<file path="src/rtl/turn_sequencer.sv">
// Turn manager for 2..MAX_PLAYERS players. Skips eliminated players, counts rounds,
// optionally forces an advance on a per-turn timeout, and declares a winner or a draw.
module turn_sequencer #(
    parameter int MAX_PLAYERS = 4,
    parameter int PID_W       = 2,
    parameter int TIMEOUT_CYC = 0,
    parameter int ROUND_W     = 8
) (
    input  logic                   clk,
    input  logic                   rst,
    input  logic                   start,
    input  logic [PID_W:0]         num_players,
    input  logic                   advance,
    input  logic [MAX_PLAYERS-1:0] elim_mask,
    output logic [PID_W-1:0]       turn,
    output logic                   turn_valid,
    output logic                   turn_change,
    output logic [ROUND_W-1:0]     round_cnt,
    output logic                   timeout,
    output logic                   winner_valid,
    output logic                   draw,
    output logic                   cfg_err
);
    localparam int TW = (TIMEOUT_CYC > 1) ? $clog2(TIMEOUT_CYC) : 1;
    localparam logic [TW-1:0] TMO_LAST = TW'((TIMEOUT_CYC > 0) ? TIMEOUT_CYC - 1 : 0);

    typedef enum logic [1:0] {IDLE, PLAY, DONE} state_t;

    state_t             state_q, state_d;
    logic [PID_W-1:0]   turn_q, turn_d;
    logic [ROUND_W-1:0] round_q, round_d;
    logic [PID_W:0]     n_q, n_d;
    logic [TW-1:0]      tcnt_q, tcnt_d;
    logic               adv_q;
    logic               chg_q, chg_d, tmo_q, tmo_d, win_q, win_d, draw_q, draw_d, cfg_q, cfg_d;

    logic [PID_W:0]     n_sel, act_cnt;
    logic [MAX_PLAYERS-1:0] act;
    logic [PID_W-1:0]   lowest, above, nxt;
    logic               has_above, wrap, adv_evt, elim_cur, tmo_hit, bad_cfg;

    // Before a game starts the player count comes straight from the input,
    // so start can decide PLAY vs DONE in the same cycle it latches N.
    always_comb begin
        n_sel     = (state_q == PLAY) ? n_q : num_players;
        act       = '0;
        act_cnt   = '0;
        lowest    = '0;
        above     = '0;
        has_above = 1'b0;
        for (int i = MAX_PLAYERS - 1; i >= 0; i--) begin
            act[i] = (i < int'(n_sel)) && !elim_mask[i];
            if (act[i]) begin
                lowest = PID_W'(i);
                if (i > int'(turn_q)) begin
                    above     = PID_W'(i);
                    has_above = 1'b1;
                end
            end
        end
        for (int i = 0; i < MAX_PLAYERS; i++)
            act_cnt = act_cnt + {{PID_W{1'b0}}, act[i]};
        nxt  = has_above ? above : lowest;
        wrap = !has_above;
    end

    assign adv_evt  = advance && !adv_q;
    assign elim_cur = elim_mask[turn_q];
    assign tmo_hit  = (TIMEOUT_CYC > 0) && (tcnt_q == TMO_LAST);
    assign bad_cfg  = (num_players < 2) || (num_players > (PID_W+1)'(MAX_PLAYERS));

    always_comb begin
        state_d = state_q;
        turn_d  = turn_q;
        round_d = round_q;
        n_d     = n_q;
        tcnt_d  = '0;
        chg_d   = 1'b0;
        tmo_d   = 1'b0;
        win_d   = win_q;
        draw_d  = draw_q;
        cfg_d   = 1'b0;
        case (state_q)
            IDLE, DONE: begin
                if (start) begin
                    if (bad_cfg) begin
                        cfg_d = 1'b1;
                    end else begin
                        n_d     = num_players;
                        round_d = '0;
                        win_d   = 1'b0;
                        draw_d  = 1'b0;
                        if (act_cnt >= 2) begin
                            state_d = PLAY;
                            turn_d  = lowest;
                            chg_d   = 1'b1;
                        end else begin
                            state_d = DONE;
                            if (act_cnt == 1) begin
                                turn_d = lowest;
                                win_d  = 1'b1;
                            end else begin
                                draw_d = 1'b1;
                            end
                        end
                    end
                end
            end
            PLAY: begin
                if (act_cnt <= 1) begin
                    state_d = DONE;
                    if (act_cnt == 1) begin
                        turn_d = lowest;
                        win_d  = 1'b1;
                    end else begin
                        draw_d = 1'b1;
                    end
                end else if (adv_evt || elim_cur || tmo_hit) begin
                    // Any mix of causes collapses into one advance.
                    turn_d = nxt;
                    chg_d  = 1'b1;
                    tmo_d  = tmo_hit && !adv_evt && !elim_cur;
                    if (wrap && (round_q != '1))
                        round_d = round_q + 1'b1;
                end else if (TIMEOUT_CYC > 0) begin
                    tcnt_d = tcnt_q + 1'b1;
                end
            end
            default: state_d = IDLE;
        endcase
    end

    always_ff @(posedge clk or posedge rst) begin
        if (rst) begin
            state_q <= IDLE;
            turn_q  <= '0;
            round_q <= '0;
            n_q     <= '0;
            tcnt_q  <= '0;
            adv_q   <= 1'b0;
            chg_q   <= 1'b0;
            tmo_q   <= 1'b0;
            win_q   <= 1'b0;
            draw_q  <= 1'b0;
            cfg_q   <= 1'b0;
        end else begin
            state_q <= state_d;
            turn_q  <= turn_d;
            round_q <= round_d;
            n_q     <= n_d;
            tcnt_q  <= tcnt_d;
            adv_q   <= advance;
            chg_q   <= chg_d;
            tmo_q   <= tmo_d;
            win_q   <= win_d;
            draw_q  <= draw_d;
            cfg_q   <= cfg_d;
        end
    end

    assign turn         = turn_q;
    assign turn_valid   = (state_q == PLAY);
    assign turn_change  = chg_q;
    assign round_cnt    = round_q;
    assign timeout      = tmo_q;
    assign winner_valid = win_q;
    assign draw         = draw_q;
    assign cfg_err      = cfg_q;
endmodule

</file>
<file path="config.mk">
export PLATFORM = sky130hd
export DESIGN_NAME = turn_sequencer
export DESIGN_NICKNAME = d
export VERILOG_FILES = /design/src/rtl/turn_sequencer.sv
export SDC_FILE = /design/constraint.sdc
export NUM_CORES = 1
export LEC_CHECK = 0
export BUFFER_PORTS_ARGS = -buffer_cell sky130_fd_sc_hd__buf_2
export CAP_MARGIN = 20
export CORE_ASPECT_RATIO = 0.75
export CORE_MARGIN = 2
export CORE_UTILIZATION = 33
export CTS_CLUSTER_DIAMETER = 40
export CTS_CLUSTER_SIZE = 25
export DETAILED_ROUTE_END_ITERATION = 8
export PLACE_DENSITY = 0.5
export SLEW_MARGIN = 20
export SYNTH_ARGS = -nofsm -noshare
export SYNTH_HDL_FRONTEND = slang
export SYNTH_SLANG_ARGS = --single-unit
</file>
<file path="constraint.sdc">
create_clock -name clk -period 7.12 [get_ports clk]
set_clock_uncertainty 0.2 [all_clocks]
set_input_delay 1.424 -clock clk [delete_from_list [all_inputs] [get_ports clk]]
set_output_delay 1.424 -clock clk [all_outputs]
set_load 0.05 [all_outputs]
</file>
---- Yosys cells after proc, flatten, opt, wreduce, memory -nomap -nowiden ----
Index checks and enable logic that the tools add are counted.
Widths: inputs -> output; s select.
operators by class
  magnitude comparators ................... 12
  multiplexer cells ....................... 61
  bitwise logic cells ..................... 1
  equal/unequal tests ..................... 13
  reductions and logical operators ........ 23
  add/subtract/negate cells ............... 4
operators with widths
  operator             number
  $mux 2               21
  $mux 8               5
  $mux 1               27
  $pmux 8 s2           1
  $reduce_and 5->1     2
  $add 8x1->8 const B  1
  $ne 2x1->1 const B   4
  $ne 2x2->1 const B   4
  $ne 8x8->1 const B   1
  $pmux 2 s2           2
  $logic_and 1x1->1    6
  $logic_not 1->1      6
  $lt 1x3->1 const A   2
  $lt 2x3->1 const A   2
  $pmux 1 s2           3
  $reduce_and 3->1     2
  $reduce_and 6->1     1
  $gt 2x2->1 const A   2
  $reduce_and 4->1     1
  $add 2x1->3          1
  $add 3x1->3          1
  $eq 3x1->1 const B   1
  $ge 3x2->1 const B   1
  $gt 3x3->1 const B   1
  15 further kinds     16
storage, ports and cells
  input bits .............................. 11
  register bits ........................... 20

---- Logic depth before layout (Yosys ltp) ----
Gate-level depths: netlist (run 1).
  depth after elaboration ................. 15
  gate-level depth with buffers ........... 14
  depth with buffers taken out ............ 13

---- Worst setup path before layout (run 1) ----
No wires, ideal clock.
  kind .................................... in2reg
  start point ............................. input port num_players[1]
  end point ............................... register round_q[5] (netlist: round_cnt[5])
  library setup time ...................... 0.077 ns
  buffers on the path ..................... 0
  arrival time ............................ 4.437 ns
  stages on the path ...................... 13
  slack ................................... 2.406 ns
  cells stage by stage .................... nor2_1 > a21oi_1 > o21ai_0 > fa_1 > inv_1 > ha_1 > inv_1 > ha_1 > nor3b_4 > o21ai_2 > or4_4 > or4_1 > a21oi_1
on the way
  longest elaborated chain between the ends .. 12
  elaborated cells between the ends (all ways) .. 27
  classes of those cells .................. 3 x add/sub; 7 x order compare; 3 x eq/ne; 6 x mux; 8 x reduce/logical
ends and longest elaborated chain
  item                                                                 line  text
  start, declared                                                      12    input logic [PID_W:0] num_players,
  parallel branches: the longest is 11 deep, another holds $lt 1x3->1  --
  $reduce_and 6->1 (no source line) *                                  --
  end signal, assigned                                                 149   round_q <= round_d;
  end, declared                                                        31    logic [ROUND_W-1:0] round_q, round_d;
Every way passes the cells marked *.
A chain may end at the register's enable or synchronous reset.

---- Worst setup path after layout (run 1) ----
  start point ............................. input port num_players[2]
  end point ............................... register round_q[5] (netlist: round_cnt[5])
Same word-level chain as after synthesis.

==> run_summary.xml, run 1 <==
<?xml version="1.0" encoding="UTF-8"?>
<metrics>
  <group name="die">
    <metric name="initial_cell_density_of_the_core" unit="">0.348</metric>
    <metric name="die_w" unit="microns">79.7</metric>
    <metric name="die_y" unit="microns">60.8</metric>
    <metric name="ioPinCount" unit="">27</metric>
    <metric name="row_count" unit="">20</metric>
    <metric name="die-area" unit="sq um">4850</metric>
    <metric name="core_area" unit="sq um">4080</metric>
  </group>
  <group name="logic_synthesis">
    <metric name="synth-seq-cells" unit="">20</metric>
    <metric name="mappedNetlistArea" unit="sq um">1420</metric>
    <metric name="synthesis.instances" unit="">153</metric>
    <metric name="synth_fa_ha_area_frac" unit="">0.0582</metric>
    <metric name="synth_simple_gate_area_share" unit="">0.276</metric>
    <metric name="synth_area_per_cell" unit="sq um">9.27</metric>
    <metric name="seq_area_frac_synth" unit="">0.353</metric>
    <metric name="synth-compound-area-share" unit="">0.198</metric>
    <metric name="unique_masters_post_synth" unit="">51</metric>
    <metric name="ys_dominant_reg_cell" unit="">sky130_fd_sc_hd__dfrtp_1</metric>
    <metric name="synth_top_area_share" unit="">0.353</metric>
    <metric name="dominant_combinational_cell_family_by_area_after_synthesis" unit="">simple AND/OR/NAND/NOR gates</metric>
    <metric name="asyncSetResetFlopFracSynth" unit="">1.00</metric>
    <metric name="synthesis.yosys.warnings" unit="">0</metric>
    <metric name="synth.mux.area_fraction" unit="">0.0617</metric>
    <metric name="synthXorXnorAreaFrac" unit="">0</metric>
    <metric name="ys_top_cells_by_area" unit="">sky130_fd_sc_hd__dfrtp_1 35%, sky130_fd_sc_hd__ha_1 4.4%, sky130_fd_sc_hd__nand2_1 4.0%, sky130_fd_sc_hd__o21ai_0 3.9%, sky130_fd_sc_hd__mux2i_1 3.5%</metric>
    <metric name="synth_enable_flop_cells" unit="">0</metric>
    <metric name="post-synth-top-area-cell" unit="">sky130_fd_sc_hd__dfrtp_1</metric>
    <metric name="syn_nets" unit="">170</metric>
  </group>
  <group name="finish">
    <metric name="post_route_cells_drive_above_1_share" unit="">0.258</metric>
    <metric name="ant_cells" unit="">0</metric>
    <metric name="finish.net_count" unit="">196</metric>
    <metric name="area_delta_synth_final" unit="%">16.0</metric>
    <metric name="final_cell_area" unit="sq um">1650</metric>
    <metric name="layout.cells.non_filler" unit="">233</metric>
  </group>
  <group name="timing">
    <metric name="timing.max_slew.rel_slack" unit="">0.494</metric>
    <metric name="report.final.hold_viol_count" unit="">0</metric>
    <metric name="tns" unit="ns">0</metric>
    <metric name="report.final.slew_viol_count" unit="">0</metric>
    <metric name="grt_setup_unrepaired" unit="">false</metric>
    <metric name="final.min_clock_period" unit="ns">4.87</metric>
    <metric name="hold_slack" unit="ns">0.296</metric>
    <metric name="final_min_period_over_clock_period" unit="">0.684</metric>
    <metric name="report.final.setup_viol" unit="">0</metric>
    <metric name="fmax" unit="MHz">205</metric>
    <metric name="tightest_slew" unit="ns">0.758</metric>
  </group>
  <group name="flow_run">
    <metric name="drv_cap" unit="">0</metric>
  </group>
  <group name="global_route">
    <metric name="grt.overflow.total" unit="">0</metric>
    <metric name="first_global_vias" unit="">1183</metric>
    <metric name="grt_pass1_wl" unit="microns">5680</metric>
    <metric name="pin_count_of_the_biggest_net_entering_global_routing" unit="">21</metric>
    <metric name="grt.total_usage" unit="">0.151</metric>
    <metric name="antenna_found_initial" unit="">0</metric>
  </group>
  <group name="setup_path">
    <metric name="crit_chain" unit="">buf_2, nor2_1, a21oi_1, o21ai_0, fa_1, inv_1, ha_1, inv_1, ha_1, nor3b_4, o21ai_2, or4_4, or4_1, a21oi_1</metric>
    <metric name="worst_ep_required_time" unit="ns">7.11</metric>
    <metric name="crit_path_end_kind" unit="">flop</metric>
    <metric name="critPathMaxStageDelay" unit="ns">0.58</metric>
    <metric name="max_fanout_on_critical_path" unit="">8</metric>
    <metric name="critical_path_arrival" unit="ns">4.86</metric>
    <metric name="cp-start-kind" unit="">input pin</metric>
    <metric name="reg2reg_from" unit="">state_q[1]$_DFFE_PP0P_</metric>
    <metric name="crit_path_start" unit="">num_players[2]</metric>
    <metric name="timing.critical_path.slowest_stage_cell" unit="">sky130_fd_sc_hd__or4_4</metric>
    <metric name="critPathKind" unit="">in -&gt; reg</metric>
  </group>
  <group name="power">
    <metric name="leakagePower" unit="uW">0.000779</metric>
    <metric name="vdd.ir_drop.worst" unit="mV">0.0885</metric>
    <metric name="power_per_cell_area" unit="nW/um^2">253</metric>
    <metric name="power.total" unit="uW">417</metric>
  </group>
  <group name="clock_network">
    <metric name="worst_setup_hold_path_clk_slew" unit="ns">0.08</metric>
    <metric name="cts-hold-fix-buffers" unit="">0</metric>
    <metric name="cts_max_path_buffers" unit="">2</metric>
    <metric name="worstSkewPairLatency" unit="ns">0.26</metric>
    <metric name="cts_setup_buffers" unit="">0</metric>
    <metric name="cts.repair.resized" unit="">0</metric>
    <metric name="root_buffer" unit="">sky130_fd_sc_hd__clkbuf_8</metric>
    <metric name="tritoncts" unit="">built</metric>
    <metric name="h-tree-depth" unit="">1</metric>
    <metric name="cts_buffer_count" unit="">3</metric>
    <metric name="cts.sinks" unit="">20</metric>
  </group>
  <group name="detailed_routing">
    <metric name="detail_route.vias_per_cell" unit="">5.30</metric>
    <metric name="routed-via-count" unit="">1235</metric>
    <metric name="drt_iter0_drc" unit="">84</metric>
    <metric name="drtPass1Iterations" unit="">4</metric>
    <metric name="route.antenna.remaining_nets" unit="">0</metric>
    <metric name="wirelength" unit="microns">3340</metric>
    <metric name="routed_wire_length_per_instance" unit="microns">14.4</metric>
    <metric name="drc_errors" unit="">0</metric>
  </group>
  <group name="hold_path">
    <metric name="hold_start" unit="">draw$_DFFE_PP0P_</metric>
    <metric name="hp-class" unit="">reg -&gt; reg</metric>
  </group>
  <group name="place">
    <metric name="total_of_buffers_placed_on_input_and_output_ports" unit="">25</metric>
    <metric name="half_perimeter_wire_length_of_the_detailed_placement_result" unit="microns">2580</metric>
    <metric name="gpl.final_weighted_congestion" unit="">0.927</metric>
    <metric name="placedInstanceArea" unit="sq um">1590</metric>
    <metric name="dp.cells" unit="">229</metric>
  </group>
  <group name="outcome">
    <metric name="outcome" unit="">finished clean</metric>
  </group>
</metrics>
==> power by group <==
part	internal, uW	switching [uW]	total [uW]
Combinational	55.9	112	167
Sequential	132	28.9	161
Clock	49.3	39.5	88.8
==> final cells by class <==
| class | instances | area [sq um] |
|---|---|---|
| Timing Repair Buffer | 26 | 133 |
| Tap cell | 55 | 68.8 |
| Multi-Input combinational cell | 118 | 852 |
| Inverter | 10 | 37.5 |
| Sequential cell | 20 | 500 |
| Clock buffer | 4 | 55.1 |
| Fill cell | 418 | 2430 |
==> stage by stage <==
stage / setup slack (ns) / utilization
floorplan: 2.41 / -
global placement: 2.12 / 0.389
detailed placement: 1.99 / 0.389
CTS: 2.26 / 0.402
global route: 1.97 / 0.404
finish: 2.25 / 0.404
==> layer usage <==
metal	GRT usage	wire length (microns)	vias to the layer above
li1	-	-	608
met1	0.221	1720	600
met2	0.232	1490	25
met3	0.0387	136	2
met4	0.0246	4	0
met5	0	0	-
==> state kept, by name (all words and copies together) (netlist names) <==
| register | count |
|---|---|
| round_cnt | 8 |
| draw | 1 |
| turn | 2 |
| winner_valid | 1 |
| n_q | 3 |
| adv_q | 1 |
| cfg_err | 1 |
| state_q | 2 |
| turn_change | 1 |
==> cell families (layout without fill, tap and decap cells) <==
family / count (synthesis) / count (layout)
adder cells (fa/ha/maj): 6 / 6
buffers and inverters: 15 / 40
AO/OA/AOI/OAI: 41 / 41
AND/OR/NAND/NOR: 63 / 63
multiplexers: 7 / 7
flip-flops: 20 / 20
other: 1 / 1
==> critical path: cells and delay by family <==
family	cells	cell delay (ns)
buf+inv	3	0.28
simple gates	4	1.58
compound gates	4	0.68
fa+ha+maj	3	0.88
==> worst paths after layout <==
check	endpoint	slack [ns]	cells after the start
worst max-delay path	round_cnt[5]$_DFFE_PP0P_	2.25	14
worst min-delay path	draw$_DFFE_PP0P_	0.30	1
worst max register to register	round_cnt[5]$_DFFE_PP0P_	2.60	13
worst min register to register	draw$_DFFE_PP0P_	0.30	1
max in group asynchronous	round_cnt[4]$_DFFE_PP0P_	5.16	2
min in group asynchronous	winner_valid$_DFFE_PP0P_	1.08	2
==> synthesized netlist by cell type (3+ instances only) <==
| library cell | count |
|---|---|
| sky130_fd_sc_hd__a211oi_1 | 3 |
| sky130_fd_sc_hd__a21oi_1 | 9 |
| sky130_fd_sc_hd__dfrtp_1 | 20 |
| sky130_fd_sc_hd__ha_1 | 5 |
| sky130_fd_sc_hd__inv_1 | 10 |
| sky130_fd_sc_hd__mux2i_1 | 5 |
| sky130_fd_sc_hd__nand2_1 | 15 |
| sky130_fd_sc_hd__nand2b_1 | 3 |
| sky130_fd_sc_hd__nand3_1 | 7 |
| sky130_fd_sc_hd__nor2_1 | 7 |
| sky130_fd_sc_hd__nor2b_1 | 4 |
| sky130_fd_sc_hd__nor3b_1 | 3 |
| sky130_fd_sc_hd__o21ai_0 | 11 |
| sky130_fd_sc_hd__or3_2 | 4 |
==> cells in the final DEF, fill, tap and decap left out, types with 3 or more instances in the layout <==
cell and n:
sky130_fd_sc_hd__a211oi_1 3, sky130_fd_sc_hd__nand3_1 7, sky130_fd_sc_hd__inv_1 10, sky130_fd_sc_hd__nor2b_1 4, sky130_fd_sc_hd__nand2b_1 3, sky130_fd_sc_hd__dfrtp_1 20
sky130_fd_sc_hd__a21oi_1 9, sky130_fd_sc_hd__clkbuf_8 4, sky130_fd_sc_hd__mux2i_1 5, sky130_fd_sc_hd__nor2_1 7, sky130_fd_sc_hd__ha_1 5, sky130_fd_sc_hd__nand2_1 15
sky130_fd_sc_hd__nor3b_1 3, sky130_fd_sc_hd__o21ai_0 11, sky130_fd_sc_hd__buf_2 25, sky130_fd_sc_hd__or3_2 4
Power figures use the tool's default switching activity.
==> inputs of run 2 (changes only) <==
- clock period: 7.12 -> 4.9 ns (I/O delays scaled with it)
==> run 2 against run 1 <==
Design area up 1.9%. Worst hold slack better by 0.0011 ns. Non-clock buffer count up 2. Global-route usage about the same. Clock power up 88%. Worst setup slack worse by 1.7 ns. Utilization up 0.77 points. Total power up 55%. First-iteration DRC count down 29%. Combinational power up 49%. Die area unchanged. Critical path depth unchanged.
==> run_summary.xml, run 2 (synthesis gave the netlist of run 1 again) <==
<?xml version="1.0" encoding="UTF-8"?>
<metrics>
  <group name="clock_network">
    <metric name="cts.sinks" unit="">20</metric>
    <metric name="cts.repair.resized" unit="">0</metric>
    <metric name="cts-hold-fix-buffers" unit="">0</metric>
    <metric name="tritoncts" unit="">built</metric>
    <metric name="cts_max_path_buffers" unit="">2</metric>
    <metric name="h-tree-depth" unit="">1</metric>
    <metric name="root_buffer" unit="">sky130_fd_sc_hd__clkbuf_8</metric>
    <metric name="cts_setup_buffers" unit="">0</metric>
    <metric name="worst_setup_hold_path_clk_slew" unit="ns">0.08</metric>
    <metric name="cts_buffer_count" unit="">3</metric>
    <metric name="worstSkewPairLatency" unit="ns">0.26</metric>
  </group>
  <group name="finish">
    <metric name="num-fill-cells" unit="">425</metric>
    <metric name="mostFrequentLayoutCell" unit="">sky130_fd_sc_hd__buf_2</metric>
    <metric name="layout.area.seq" unit="sq um">500</metric>
    <metric name="multi_input_area" unit="sq um">852</metric>
    <metric name="finish.net_count" unit="">198</metric>
    <metric name="ant_cells" unit="">0</metric>
    <metric name="area_delta_synth_final" unit="%">18.3</metric>
    <metric name="layout.cells.non_filler" unit="">235</metric>
    <metric name="commonest_non_fill_non_tap_cells_in_the_layout" unit="">25 x sky130_fd_sc_hd__buf_2, 20 x sky130_fd_sc_hd__dfrtp_1, 15 x sky130_fd_sc_hd__nand2_1, 11 x sky130_fd_sc_hd__o21ai_0, 10 x sky130_fd_sc_hd__inv_1</metric>
    <metric name="largest_register_ffs" unit="">8</metric>
    <metric name="post_route_cells_drive_above_1_share" unit="">0.267</metric>
  </group>
  <group name="global_route">
    <metric name="first_global_vias" unit="">1199</metric>
    <metric name="grt.total_usage" unit="">0.151</metric>
    <metric name="pin_count_of_the_biggest_net_entering_global_routing" unit="">21</metric>
    <metric name="grt.overflow.total" unit="">0</metric>
    <metric name="grt_pass1_wl" unit="microns">5700</metric>
    <metric name="antenna_found_initial" unit="">0</metric>
  </group>
  <group name="detailed_routing">
    <metric name="drc_errors" unit="">0</metric>
    <metric name="routed_wire_length_per_instance" unit="microns">14.2</metric>
    <metric name="routed-via-count" unit="">1256</metric>
    <metric name="drt_iter0_drc" unit="">60</metric>
    <metric name="detail_route.vias_per_cell" unit="">5.34</metric>
    <metric name="wirelength" unit="microns">3330</metric>
    <metric name="route.antenna.remaining_nets" unit="">0</metric>
    <metric name="drtPass1Iterations" unit="">4</metric>
  </group>
  <group name="die">
    <metric name="core_area" unit="sq um">4080</metric>
    <metric name="die_w" unit="microns">79.7</metric>
    <metric name="die-area" unit="sq um">4850</metric>
    <metric name="ioPinCount" unit="">27</metric>
    <metric name="initial_cell_density_of_the_core" unit="">0.348</metric>
    <metric name="row_count" unit="">20</metric>
    <metric name="die_y" unit="microns">60.8</metric>
  </group>
  <group name="timing">
    <metric name="final_min_period_over_clock_period" unit="">0.896</metric>
    <metric name="timing.max_slew.rel_slack" unit="">0.496</metric>
    <metric name="report.final.hold_viol_count" unit="">0</metric>
    <metric name="fmax" unit="MHz">228</metric>
    <metric name="tns" unit="ns">0</metric>
    <metric name="setup_slack" unit="ns">0.508</metric>
    <metric name="report.final.setup_viol" unit="">0</metric>
    <metric name="grt_setup_unrepaired" unit="">false</metric>
    <metric name="report.final.slew_viol_count" unit="">0</metric>
    <metric name="tightest_slew" unit="ns">0.755</metric>
    <metric name="final.min_clock_period" unit="ns">4.39</metric>
  </group>
  <group name="hold_path">
    <metric name="hp-class" unit="">reg -&gt; reg</metric>
    <metric name="hold_start" unit="">draw$_DFFE_PP0P_</metric>
    <metric name="whs_endpoint" unit="">draw$_DFFE_PP0P_</metric>
    <metric name="hold_path_depth" unit="">1</metric>
  </group>
  <group name="setup_path">
    <metric name="cp-start-kind" unit="">input pin</metric>
    <metric name="timing.critical_path.slowest_stage_cell" unit="">sky130_fd_sc_hd__or4_4</metric>
    <metric name="reg2reg_to" unit="">round_cnt[5]$_DFFE_PP0P_</metric>
    <metric name="crit_chain" unit="">buf_2, nor2_1, a211oi_1, inv_1, fa_1, inv_1, ha_1, inv_1, ha_1, nor3b_4, o21ai_2, or4_4, or4_1, a21oi_1</metric>
    <metric name="r2r_slack" unit="ns">0.61</metric>
    <metric name="critPathMaxStageDelay" unit="ns">0.57</metric>
    <metric name="worst_ep_required_time" unit="ns">4.89</metric>
    <metric name="reg2reg_depth" unit="">14</metric>
    <metric name="max_fanout_on_critical_path" unit="">8</metric>
    <metric name="reg2reg_from" unit="">state_q[1]$_DFFE_PP0P_</metric>
    <metric name="crit_path_end_kind" unit="">flop</metric>
    <metric name="critical_path_arrival" unit="ns">4.38</metric>
    <metric name="critPathKind" unit="">in -&gt; reg</metric>
    <metric name="crit_path_frequent_cell" unit="">sky130_fd_sc_hd__inv_1</metric>
  </group>
  <group name="power">
    <metric name="leakagePower" unit="uW">0.000795</metric>
    <metric name="vdd.ir_drop.worst" unit="mV">0.185</metric>
    <metric name="power_per_cell_area" unit="nW/um^2">386</metric>
    <metric name="power.total" unit="uW">648</metric>
  </group>
  <group name="place">
    <metric name="dp.cells" unit="">231</metric>
    <metric name="half_perimeter_wire_length_of_the_detailed_placement_result" unit="microns">2610</metric>
    <metric name="gpl.final_weighted_congestion" unit="">0.932</metric>
    <metric name="total_of_buffers_placed_on_input_and_output_ports" unit="">25</metric>
    <metric name="place_ws" unit="ns">0.234</metric>
  </group>
  <group name="outcome">
    <metric name="outcome" unit="">finished clean</metric>
  </group>
  <group name="flow_run">
    <metric name="drv_cap" unit="">0</metric>
  </group>
</metrics>
==> run 2: cell types whose count changed in the layout (fill, tap and decap cells not counted) <==
cell,delta
sky130_fd_sc_hd__bufinv_16,+1
sky130_fd_sc_hd__buf_4,+2
sky130_fd_sc_hd__clkbuf_8,-1
==> run 2: metrics by stage <==
| stage | area (sq um) | hold WS [ns] | utilization |
|---|---|---|---|
| finish | 1680 | 0.297 | 0.411 |
| global route | 1680 | 0.336 | 0.411 |
| CTS | 1670 | 0.305 | 0.410 |
| detailed placement | 1600 | 0.287 | 0.392 |
| global placement | 1600 | 0.281 | 0.392 |
| floorplan | 1420 | 0.264 | - |
==> run 2: worst max path at each step <==
stage	startpoint	end	slack, ns	cells past startpoint
global route	num_players[1]	round_cnt[5]$_DFFE_PP0P_	0.16	14
finish	num_players[2]	round_cnt[5]$_DFFE_PP0P_	0.51	14
global placement	num_players[1]	round_cnt[5]$_DFFE_PP0P_	0.35	14
detailed placement	num_players[2]	round_cnt[5]$_DFFE_PP0P_	0.23	14
CTS	num_players[1]	round_cnt[5]$_DFFE_PP0P_	0.51	14
floorplan	num_players[1]	round_cnt[5]$_DFFE_PP0P_	0.63	13
==> run 2: report_power, final <==
group	switching, uW	leakage [uW]	internal (uW)	total (uW)
logic	162	0.000500	85.9	248
registers	41.5	0.000259	192	234
clock network	58.1	0.0000357	109	167
==> run 2: layout make-up <==
type                       instances  area share
tap                               55      0.0410
inverter                          10      0.0224
clock inverter                     1      0.0179
clock buffer                       3      0.0246
sequential                        20       0.298
multi-input combinational        118       0.508
timing repair buffer              28      0.0880
==> run 2: worst max-delay path, delay by kind of cell <==
family / cells / cell delay, ns
and+or+nand+nor: 4 / 1.41
AOI/OAI and AO/OA: 3 / 0.70
buffers and inverters: 4 / 0.38
adders and majority gates: 3 / 0.90
==> run 2: layer usage <==
| metal | GRT usage | share of wire |
|---|---|---|
| met1 | 0.212 | 0.49 |
| met2 | 0.250 | 0.45 |
| met3 | 0.0357 | 0.057 |
| met4 | 0.0148 | 0.0024 |
| met5 | 0 | 0 |
==> inputs of run 3 (changes only) <==
- PLACE_DENSITY: 0.5 -> 0.52
- clock period: 4.9 -> 3.6 ns (I/O delays scaled with it)
==> run 3 against run 2 <==
The run now ends with negative setup slack left. Critical path depth unchanged. Worst hold slack got worse by 0.0024 ns. Sequential share of layout area decreased by 4.1 points. First-iteration DRC count decreased by 52%. Utilization increased by 6.7 points. Critical endpoint is now round_cnt[6]$_DFFE_PP0P_. Largest cell class unchanged. Highest routed layer unchanged.
==> run_summary.xml, run 3 (synthesis gave the netlist of run 1 again) <==
<?xml version="1.0" encoding="UTF-8"?>
<metrics>
  <group name="clock_network">
    <metric name="root_buffer" unit="">sky130_fd_sc_hd__clkbuf_8</metric>
    <metric name="tritoncts" unit="">built</metric>
    <metric name="worst_setup_hold_path_clk_slew" unit="ns">0.08</metric>
    <metric name="cts-hold-fix-buffers" unit="">0</metric>
    <metric name="cts.sinks" unit="">20</metric>
    <metric name="cts_buffer_count" unit="">3</metric>
    <metric name="worstSkewPairLatency" unit="ns">0.26</metric>
    <metric name="cts_max_path_buffers" unit="">2</metric>
    <metric name="h-tree-depth" unit="">1</metric>
  </group>
  <group name="timing">
    <metric name="report.final.hold_viol_count" unit="">0</metric>
    <metric name="report.final.slew_viol_count" unit="">0</metric>
    <metric name="final.min_clock_period" unit="ns">3.63</metric>
    <metric name="final_min_period_over_clock_period" unit="">1.01</metric>
    <metric name="setup_slack" unit="ns">-0.0264</metric>
    <metric name="tightest_slew" unit="ns">0.761</metric>
    <metric name="fmax" unit="MHz">276</metric>
    <metric name="report.final.setup_viol" unit="">2</metric>
    <metric name="timing.max_slew.rel_slack" unit="">0.492</metric>
    <metric name="grt_setup_unrepaired" unit="">true</metric>
  </group>
  <group name="place">
    <metric name="total_of_buffers_placed_on_input_and_output_ports" unit="">25</metric>
    <metric name="gpl.final_weighted_congestion" unit="">0.786</metric>
    <metric name="half_perimeter_wire_length_of_the_detailed_placement_result" unit="microns">2840</metric>
    <metric name="place_ws" unit="ns">-0.275</metric>
  </group>
  <group name="power">
    <metric name="vdd.ir_drop.worst" unit="mV">0.255</metric>
    <metric name="power.total" unit="uW">903</metric>
    <metric name="power_per_cell_area" unit="nW/um^2">463</metric>
    <metric name="leakagePower" unit="uW">0.000940</metric>
  </group>
  <group name="die">
    <metric name="die-area" unit="sq um">4850</metric>
    <metric name="ioPinCount" unit="">27</metric>
    <metric name="core_area" unit="sq um">4080</metric>
    <metric name="row_count" unit="">20</metric>
    <metric name="die_y" unit="microns">60.8</metric>
    <metric name="initial_cell_density_of_the_core" unit="">0.348</metric>
    <metric name="die_w" unit="microns">79.7</metric>
  </group>
  <group name="flow_run">
    <metric name="drv_cap" unit="">0</metric>
  </group>
  <group name="setup_path">
    <metric name="crit_path_end_kind" unit="">flop</metric>
    <metric name="critical_path_arrival" unit="ns">3.61</metric>
    <metric name="worst_ep_required_time" unit="ns">3.58</metric>
    <metric name="max_fanout_on_critical_path" unit="">4</metric>
    <metric name="r2r_slack" unit="ns">-0.03</metric>
    <metric name="critPathKind" unit="">reg -&gt; reg</metric>
    <metric name="cp-start-kind" unit="">flop</metric>
  </group>
  <group name="detailed_routing">
    <metric name="route.antenna.remaining_nets" unit="">0</metric>
    <metric name="drc_errors" unit="">0</metric>
    <metric name="routed-via-count" unit="">1365</metric>
    <metric name="drtPass1Iterations" unit="">4</metric>
    <metric name="routed_wire_length_per_instance" unit="microns">13.9</metric>
    <metric name="wirelength" unit="microns">3680</metric>
    <metric name="drt_iter0_drc" unit="">29</metric>
    <metric name="detail_route.vias_per_cell" unit="">5.17</metric>
  </group>
  <group name="finish">
    <metric name="commonest_non_fill_non_tap_cells_in_the_layout" unit="">32 x sky130_fd_sc_hd__buf_4, 25 x sky130_fd_sc_hd__buf_2, 18 x sky130_fd_sc_hd__dfrtp_1, 15 x sky130_fd_sc_hd__nand2_1</metric>
    <metric name="ant_cells" unit="">0</metric>
    <metric name="post_route_cells_drive_above_1_share" unit="">0.435</metric>
    <metric name="num-fill-cells" unit="">403</metric>
    <metric name="area_delta_synth_final" unit="%">37.6</metric>
    <metric name="mostFrequentLayoutCell" unit="">sky130_fd_sc_hd__buf_4</metric>
    <metric name="finish.net_count" unit="">227</metric>
    <metric name="largest_register_ffs" unit="">8</metric>
  </group>
  <group name="global_route">
    <metric name="antenna_found_initial" unit="">0</metric>
    <metric name="first_global_vias" unit="">1290</metric>
    <metric name="pin_count_of_the_biggest_net_entering_global_routing" unit="">21</metric>
    <metric name="grt.total_usage" unit="">0.161</metric>
    <metric name="grt_pass1_wl" unit="microns">6100</metric>
    <metric name="grt.overflow.total" unit="">0</metric>
  </group>
  <group name="outcome">
    <metric name="failed_checks" unit="">negative setup slack</metric>
    <metric name="outcome" unit="">complete, but fails checks</metric>
  </group>
  <group name="hold_path">
    <metric name="hp-class" unit="">reg -&gt; reg</metric>
  </group>
</metrics>
[run 3: cell count changes in the layout (fill, tap and decap cells not counted), sizes merged]
| cell | change |
|---|---|
| buf | +29 |
| clkbuf | +1 |
| bufinv | -1 |
[run 3: where the power goes]
group,switching [uW],leakage (uW),internal [uW]
Combinational,254,0.000661,179
Clock,76.0,0.0000228,78.8
Sequential,52.6,0.000256,263
[run 3: per-stage QoR]
step | hold WS [ns] | instance area [sq um] | utilization | TNS, ns | cells
finish | 0.295 | 1950 | 0.479 | -0.0341 | 264
CTS | 0.301 | 1910 | 0.469 | -0.0614 | 262
floorplan | 0.268 | 1480 | - | -0.130 | 153
detailed placement | 0.283 | 1830 | 0.449 | -1.17 | 254
global placement | 0.273 | 1830 | 0.449 | -0.716 | 254
global route | 0.340 | 1950 | 0.479 | -0.680 | 264
[run 3: metal layers]
metal  track usage  routed length, microns
met1         0.217                    1810
met2         0.273                    1730
met3        0.0357                     129
met4        0.0271                      10
met5             0                       0
[run 3: worst max-delay path: stages, from the launching register on]
cell and delay (ns):
sky130_fd_sc_hd__dfrtp_2 0.45, sky130_fd_sc_hd__nor4b_4 0.15, sky130_fd_sc_hd__buf_4 0.14, sky130_fd_sc_hd__a211oi_2 0.22, sky130_fd_sc_hd__inv_1 0.09, sky130_fd_sc_hd__fa_1 0.45
sky130_fd_sc_hd__inv_1 0.08, sky130_fd_sc_hd__ha_2 0.19, sky130_fd_sc_hd__inv_2 0.06, sky130_fd_sc_hd__ha_4 0.16, sky130_fd_sc_hd__nor3b_4 0.20, sky130_fd_sc_hd__o21ai_2 0.10
sky130_fd_sc_hd__or4b_4 0.49, sky130_fd_sc_hd__or4_4 0.43, sky130_fd_sc_hd__a21oi_2 0.15
[run 3: path summary, 6_finish.rpt]
kind / endpoint / startpoint / cells after the start
max in group asynchronous: state_q[0]$_DFFE_PP0P_ / rst / 2
min reg2reg: draw$_DFFE_PP0P_ / draw$_DFFE_PP0P_ / 1
min in group asynchronous: cfg_err$_DFF_PP0_ / rst / 2
max reg2reg: round_cnt[6]$_DFFE_PP0P_ / state_q[0]$_DFFE_PP0P_ / 14
min: draw$_DFFE_PP0P_ / draw$_DFFE_PP0P_ / 1
max: round_cnt[6]$_DFFE_PP0P_ / state_q[0]$_DFFE_PP0P_ / 14
[run 3: what timing repair did]
action	4_1_cts	5_1_grt
buffers inserted	4	2
resized for setup	2	6
setup endpoints to repair	5	10
pin swaps	4	3
[run 3: layout make-up]
cell class | count | area (sq um) | share of cell area
multi-input cells | 118 | 932 | 0.478
flip-flops and latches | 20 | 503 | 0.258
repair buffers | 57 | 365 | 0.187
well taps | 55 | 68.8 | 0.0353
clock buffers | 4 | 45.0 | 0.0231
inverters | 10 | 37.5 | 0.0192
